### src/rtl/tetris_pkg.sv
// Shared constants and types for the game FSM,
// the collision scanner and the VGA field reader.
package tetris_pkg;

    localparam int FIELD_W = 20;
    localparam int FIELD_H = 24;
    localparam int CELLS   = 16;

    typedef enum logic [1:0] {
        IDLE,
        SCAN,
        DRAIN,
        DONE
    } scan_state_e;

    // True when a piece cell lands at or beyond the field limit.
    // The 6-bit sum keeps pos + offset from wrapping.
    function automatic logic cell_oob(
        input logic [4:0] pos,
        input logic [1:0] off,
        input int         lim
    );
        logic [5:0] sum;
        sum = {1'b0, pos} + {4'b0000, off};
        return sum >= 6'(lim);
    endfunction

endpackage

### src/rtl/collision_scan_ctrl_lat_pipe.sv
// Fixed-depth shift register that tracks per-cell
// tags alongside the index/RAM read latency.
module lat_pipe #(
    parameter int WIDTH = 2,
    parameter int DEPTH = 2
) (
    input  logic                   clk,
    input  logic                   rst_n,
    input  logic [WIDTH-1:0]       din,
    output logic [WIDTH-1:0]       dout,
    output logic [DEPTH*WIDTH-1:0] taps
);

    logic [DEPTH-1:0][WIDTH-1:0] sr;

    // Shift one stage per clock, stalls included.
    always_ff @(posedge clk) begin
        if (!rst_n) begin
            sr <= '0;
        end else begin
            sr[0] <= din;
            for (int i = 1; i < DEPTH; i++) begin
                sr[i] <= sr[i-1];
            end
        end
    end

    assign dout = sr[DEPTH-1];
    assign taps = sr;

endmodule

### src/rtl/collision_scan_ctrl.sv
// Walks the 16 cells of the active piece through the
// index datapath and reduces them to one collide verdict.
module collision_scan_ctrl
    import tetris_pkg::*;
#(
    parameter int FW     = FIELD_W,
    parameter int FH     = FIELD_H,
    parameter int RD_LAT = 2
) (
    input  logic       clk,
    input  logic       rst_n,
    input  logic       start,
    input  logic [4:0] pos_x,
    input  logic [4:0] pos_y,
    input  logic [1:0] rot,
    input  logic       field_gnt,
    input  logic       shape_bit,
    input  logic       field_bit,
    output logic [4:0] block_pos_x,
    output logic [4:0] block_pos_y,
    output logic [1:0] rotate_out,
    output logic [1:0] b_x,
    output logic [1:0] b_y,
    output logic       field_req,
    output logic       busy,
    output logic       done,
    output logic       collide
);

    localparam logic [2*RD_LAT-1:0] VMASK = {RD_LAT{2'b10}};
    localparam logic [3:0]          LAST  = 4'(CELLS - 1);

    scan_state_e              state;
    logic [3:0]               cnt;
    logic                     acc;
    logic                     issue;
    logic                     oob_now;
    logic [1:0]               pipe_out;
    logic [2*RD_LAT-1:0]      taps;
    logic                     pipe_busy;
    logic                     hit;

    assign b_x   = cnt[1:0];
    assign b_y   = cnt[3:2];
    assign issue = field_req & field_gnt;

    // Out-of-field test for the cell being issued now.
    always_comb begin
        oob_now = cell_oob(block_pos_x, b_x, FW)
                | cell_oob(block_pos_y, b_y, FH);
    end

    lat_pipe #(
        .WIDTH (2),
        .DEPTH (RD_LAT)
    ) u_lat_pipe (
        .clk   (clk),
        .rst_n (rst_n),
        .din   ({issue, oob_now}),
        .dout  (pipe_out),
        .taps  (taps)
    );

    // Drain is finished once no valid tag remains in flight.
    always_comb begin
        pipe_busy = |(taps & VMASK);
        hit       = pipe_out[1] & shape_bit
                  & (field_bit | pipe_out[0]);
    end

    // Scan sequencer, cell counter and verdict accumulator.
    always_ff @(posedge clk) begin
        if (!rst_n) begin
            state       <= IDLE;
            cnt         <= '0;
            acc         <= 1'b0;
            block_pos_x <= '0;
            block_pos_y <= '0;
            rotate_out  <= '0;
            field_req   <= 1'b0;
            busy        <= 1'b0;
            done        <= 1'b0;
            collide     <= 1'b0;
        end else begin
            done <= 1'b0;
            if (hit) begin
                acc <= 1'b1;
            end
            unique case (state)
                IDLE: begin
                    if (start) begin
                        block_pos_x <= pos_x;
                        block_pos_y <= pos_y;
                        rotate_out  <= rot;
                        cnt         <= '0;
                        acc         <= 1'b0;
                        collide     <= 1'b0;
                        field_req   <= 1'b1;
                        busy        <= 1'b1;
                        state       <= SCAN;
                    end
                end
                SCAN: begin
                    if (field_gnt) begin
                        cnt <= cnt + 4'd1;
                        if (cnt == LAST) begin
                            field_req <= 1'b0;
                            state     <= DRAIN;
                        end
                    end
                end
                DRAIN: begin
                    if (!pipe_busy) begin
                        collide <= acc;
                        done    <= 1'b1;
                        state   <= DONE;
                    end
                end
                DONE: begin
                    busy  <= 1'b0;
                    state <= IDLE;
                end
                default: state <= IDLE;
            endcase
        end
    end

endmodule

### config.mk
export PLATFORM = sky130hd
export DESIGN_NAME = collision_scan_ctrl
export DESIGN_NICKNAME = d
export VERILOG_FILES = /design/src/rtl/tetris_pkg.sv /design/src/rtl/collision_scan_ctrl_lat_pipe.sv /design/src/rtl/collision_scan_ctrl.sv
export SDC_FILE = /design/constraint.sdc
export NUM_CORES = 1
export LEC_CHECK = 0
export ABC_AREA = 1
export CAP_MARGIN = 15
export CELL_PAD_IN_SITES_DETAIL_PLACEMENT = 0
export CELL_PAD_IN_SITES_GLOBAL_PLACEMENT = 1
export CORE_ASPECT_RATIO = 1.2
export CORE_MARGIN = 2
export CORE_UTILIZATION = 33
export CTS_CLUSTER_SIZE = 25
export DETAILED_ROUTE_END_ITERATION = 10
export GPL_ROUTABILITY_DRIVEN = 0
export PLACE_DENSITY_LB_ADDON = 0.08
export SLEW_MARGIN = 20
export SYNTH_ARGS = -nofsm -noshare
export SYNTH_HDL_FRONTEND = slang
export SYNTH_HIERARCHICAL = 1
export SYNTH_SLANG_ARGS = --single-unit
### constraint.sdc
create_clock -name clk -period 1.9 [get_ports clk]
set_input_delay 0.38 -clock clk [delete_from_list [all_inputs] [get_ports clk]]
set_output_delay 0.38 -clock clk [all_outputs]
set_load 0.02 [all_outputs]
==> reports/metrics.yaml, run 1 <==
outcome:
  status: "completed"
grt:
  grt_util_all_layers: 0.151
  overflow: 0
  met2_usage: 0.271
  grt-busiest-layer: "met2"
  use_met1: 0.175
  grt_pass1_wl_um: 5200
  grt_pass1_vias: 1258
  grt_max_degree: 16
  antenna_found_initial: 0
  grt_use_met3: 0.0301
power_and_ir_drop:
  cellPowerDensity_mw_per_mm2: 1190
  p_leak_nw: 0.840
  peakVddDrop_v: 0.000448
sta:
  setup_ws_ns: 0.121
  rsz0062_at_grt: "false"
  hold_viol: 0
  fmax_mhz: 562
  tightest_slew_ns: 0.321
  finClkSkew_ns: 0.00153
  finalSetupViolCount: 0
  post-route-min-period_ns: 1.78
  timing.hold.ws_ns: 0.422
  min_period_over_period: 0.936
  maxSlewViolCount: 0
  relSlewSlack: 0.785
  fin_tns_setup_ns: 0
floorplanning:
  dieArea_sq_mm: 0.00449
  io_pins: 38
  initial_core_util: 0.338
  dieWidth_um: 61.5
  num_rows: 25
  die_y_um: 73.0
  core-area_sq_mm: 0.00388
final_layout:
  multi_input_area_sq_um: 652
  nets: 249
  drive_gt1_frac: 0.0411
  layout_commonest_cell: "clkdlybuf4s50_1"
  fillers: 447
  seqCellArea_sq_um: 541
  antenna_cells: 0
  syn2layout_area_growth_pct: 36.8
  layoutNonFillerInstCount: 273
  mostFrequentLayoutCells: "37 x clkdlybuf4s50_1, 36 x nor2_1, 30 x nand2_1, 27 x dfxtp_1, 25 x inv_1"
  post-route-util: 0.462
routing:
  drtIter0Drc: 56
  drtAntennaViolNets: 0
  wl_per_cell_um: 11.3
  routed_wirelength_um: 3080
  drtPass1Iterations: 4
  avgViaCountPerCell: 4.56
  vias: 1245
  drc: 0
cts:
  root_buffer: "clkbuf_8"
  postCtsSetupBuffers: 0
  clock_sinks: 27
  cts-hold-fix-buffers: 0
  cts_tree: "yes"
  cts_max_level: 1
  path_clk_slew_ns: 0.09
  clkLatencyLatePin_ns: 0.26
  post_cts_resize_count: 0
  clockBufferDepth: 2
  cts_buffers: 3
critical_path:
  slowest_stage: "clkdlybuf4s50_1"
  worstSetupEndpointType: "primary output"
  critPathRequiredTime_ns: 1.52
  cp_max_fo: 6
  startpoint_type: "flop"
  slowest_delay_ns: 0.66
  crit_chain: "clkdlybuf4s50_1"
  path_class: "flop to primary output"
  crit_buf_inv: 1
  cp.arrival_ns: 1.40
  critPathTopFamily: "buffers and inverters"
placed_design:
  post-place-ws_ns: 0.264
  place_inst: 269
  hpwl_um: 2460
  io_buffers: 37
synth:
  ys_warn_count: 6
  avgSynthCellArea_sq_um: 7.32
  synthCells: 179
  synth_area_sq_mm: 0.00131
  syn_nets: 208
flow_run:
  max_cap_viol_count: 0
hold_path:
  hp-class: "flop to flop"
[through the flow]
step,power [mW],instance area [sq um]
after floorplan,1.45,1310
after global placement,1.82,1750
after detailed placement,1.84,1750
after CTS,2.16,1790
after global routing,2.31,1790
final,2.13,1790
[power by group]
| part | switching [mW] | leakage (nW) | internal [mW] |
|---|---|---|---|
| Sequential | 0.109 | 0.222 | 0.694 |
| Clock | 0.171 | 0.0228 | 0.150 |
| Combinational | 0.584 | 0.596 | 0.422 |
[final timing paths]
| check | startpoint | end | slack [ns] | depth (start not counted) |
|---|---|---|---|---|
| setup / recovery | cnt[1] | b_x[1] | 0.12 | 1 |
| hold / removal | u_lat_pipe/taps[0] | u_lat_pipe/dout[0] | 0.42 | 2 |
| setup reg to reg | cnt[0] | u_lat_pipe/taps[0] | 0.35 | 8 |
| hold reg to reg | u_lat_pipe/taps[0] | u_lat_pipe/dout[0] | 0.42 | 2 |
[sequential cells by signal, indices dropped and copies added, names as in the netlist, 2 cells and up]
signal           cells
block_pos_y          5
u_lat_pipe/taps      2
rotate_out           2
state                2
block_pos_x          5
u_lat_pipe/dout      2
cnt                  4
[layout make-up]
type	instances	share of cell area
clock buffers	4	0.0251
inverters	25	0.0524
multi-input cells	123	0.364
flip-flops and latches	27	0.302
well taps	54	0.0377
repair buffers	40	0.219
[per-layer routing]
metal | up-vias | routed length [um]
met1 | 571 | 1250
met5 | - | 0
met4 | 0 | 24
li1 | 646 | -
met3 | 2 | 127
met2 | 26 | 1680
[worst reg2reg max path: stages, from the launching register on]
cell and delay [ns]:
dfxtp_1 0.38, ha_1 0.24, fa_1 0.38, o21ai_0 0.16, nand2_1 0.06, o21ai_0 0.06
nand2_1 0.07, nand2_1 0.06, inv_1 0.04
Power figures use the tool's default switching activity.
==> run 2, diff against run 1 <==
- CORE_UTILIZATION: 33 -> 30
==> reports/metrics.yaml, run 2 (same netlist as run 1, synthesis figures left out) <==
routing:
  routed_wirelength_um: 3060  # was 3080 um
  drtAntennaViolNets: 0  # unchanged
  vias: 1204  # was 1245
  drc: 0  # unchanged
  drtPass1Iterations: 4  # unchanged
  drtIter0Drc: 51  # was 56
  avgViaCountPerCell: 4.38  # was 4.56
  wl_per_cell_um: 11.1  # was 11.3 um
critical_path:
  crit_buf_inv: 1  # unchanged
  cp_max_fo: 6  # unchanged
  critPathRequiredTime_ns: 1.52  # about the same
  startpoint_type: "flop"  # unchanged
  cp.arrival_ns: 1.42  # was 1.40 ns
  worstSetupEndpointType: "primary output"  # unchanged
  crit_chain: "clkdlybuf4s50_1"  # unchanged
  path_class: "flop to primary output"  # unchanged
  slowest_stage: "clkdlybuf4s50_1"  # unchanged
  critPathTopFamily: "buffers and inverters"  # unchanged
  slowest_delay_ns: 0.67  # was 0.66 ns
power_and_ir_drop:
  switchingPower_mw: 0.869  # was 0.864 mW
  p_leak_nw: 0.840  # unchanged
  pwr-share-comb: 0.470  # was 0.472
  cellPowerDensity_mw_per_mm2: 1190  # about the same
  p_int_mw: 1.27  # about the same
  switching_share: 0.407  # was 0.406
  power_frac_clock: 0.151  # about the same
  peakVddDrop_v: 0.000434  # was 0.000448 V
  pwr-share-seq: 0.378  # was 0.377
cts:
  path_clk_slew_ns: 0.09  # about the same
  post_cts_resize_count: 0  # unchanged
  cts_tree: "yes"  # unchanged
  clkLatencyLatePin_ns: 0.27  # was 0.26 ns
  root_buffer: "clkbuf_8"  # unchanged
  clockBufferDepth: 2  # unchanged
  cts_buffers: 3  # unchanged
  postCtsSetupBuffers: 0  # unchanged
  cts-hold-fix-buffers: 0  # unchanged
  clock_sinks: 27  # unchanged
  cts_max_level: 1  # unchanged
sta:
  timing.hold.ws_ns: 0.420  # was 0.422 ns
  relSlewSlack: 0.779  # was 0.785
  finalSetupViolCount: 0  # unchanged
  finClkSkew_ns: 0.00578  # was 0.00153 ns
  maxSlewViolCount: 0  # unchanged
  setup_ws_ns: 0.0964  # was 0.121 ns
  post-route-min-period_ns: 1.80  # was 1.78 ns
  tightest_slew_ns: 0.330  # was 0.321 ns
  fmax_mhz: 554  # was 562 MHz
  hold_viol: 0  # unchanged
  fin_tns_setup_ns: 0  # unchanged
  min_period_over_period: 0.949  # was 0.936
  rsz0062_at_grt: "false"  # unchanged
floorplanning:
  die_y_um: 76.4  # was 73.0 um
  dieArea_sq_mm: 0.00491  # was 0.00449 sq mm
  dieWidth_um: 64.3  # was 61.5 um
  core-area_sq_mm: 0.00423  # was 0.00388 sq mm
  initial_core_util: 0.310  # was 0.338
  io_pins: 38  # unchanged
  num_rows: 26  # was 25
final_layout:
  layout_commonest_cell: "clkdlybuf4s50_1"  # unchanged
  nets: 249  # unchanged
  antenna_cells: 0  # unchanged
  layoutNonFillerInstCount: 275  # was 273
  reg.largest.list: "block_pos_x: 5 flops, block_pos_y: 5 flops, cnt: 4 flops"  # unchanged
  drive_gt1_frac: 0.0411  # unchanged
  syn2layout_area_growth_pct: 37.0  # was 36.8%
  mostFrequentLayoutCells: "37 x clkdlybuf4s50_1, 36 x nor2_1, 30 x nand2_1, 27 x dfxtp_1, 25 x inv_1"  # unchanged
grt:
  grt_max_degree: 17  # was 16
  grt_util_all_layers: 0.130  # was 0.151
  grt_pass1_vias: 1151  # was 1258
  antenna_found_initial: 0  # unchanged
  overflow: 0  # unchanged
  grt_pass1_wl_um: 5150  # was 5200 um
placed_design:
  place_inst: 271  # was 269
  hpwl_um: 2370  # was 2460 um
  post-place-ws_ns: 0.263  # was 0.264 ns
  io_buffers: 37  # unchanged
flow_run:
  max_cap_viol_count: 0  # unchanged
hold_path:
  hp-class: "flop to flop"  # unchanged
outcome:
  status: "completed"  # unchanged
[run 2: cell counts in the layout (fill, tap and decap cells not counted)]
No cell type changed its count.
[run 2: final cells by class]
type	instances	area [sq um]
timing repair buffer	40	393
fill	480	2430
multi-input combinational	123	652
inverter	25	93.8
sequential	27	541
clock buffer	4	45.0
tap	56	70.1
[run 2: power groups by stage]
stage          Sequential (mW)  Combinational, mW  Clock, mW
2_1_floorplan            0.918              0.532          0
5_1_grt                  0.833               1.14      0.365
3_5_place_dp             0.822               1.01          0
6_report                 0.808               1.00      0.323
4_1_cts                  0.810               1.02      0.345
3_3_place_gp             0.819               1.01          0
[run 2: final timing paths]
kind                           start                 end  slack (ns)  cells past startpoint
hold reg to reg   u_lat_pipe/taps[0]  u_lat_pipe/dout[0]        0.42                      2
setup / recovery              cnt[1]              b_x[1]         0.1                      1
hold / removal    u_lat_pipe/taps[0]  u_lat_pipe/dout[0]        0.42                      2
setup reg to reg              cnt[0]  u_lat_pipe/taps[0]        0.31                      8
[run 2: layer usage]
layer / part of all wire / global-route usage / vias up
li1: - / - / 643
met1: 0.45 / 0.169 / 534
met2: 0.49 / 0.214 / 25
met3: 0.046 / 0.0281 / 2
met4: 0.0079 / 0.0404 / 0
met5: 0 / 0 / -
[run 2: per-stage QoR]
| stage | cell area [sq um] | utilization | power (mW) |
|---|---|---|---|
| after global placement | 1750 | 0.414 | 1.83 |
| after detailed placement | 1750 | 0.414 | 1.83 |
| final | 1790 | 0.424 | 2.14 |
| after global routing | 1790 | 0.424 | 2.34 |
| after floorplan | 1310 | - | 1.45 |
| after CTS | 1790 | 0.424 | 2.17 |
==> run 3, diff against run 2 <==
- GPL_TIMING_DRIVEN: unset -> 1
==> results of run 3 <==
Same layout as run 2: the final DEF is identical, and so are final timing and power.
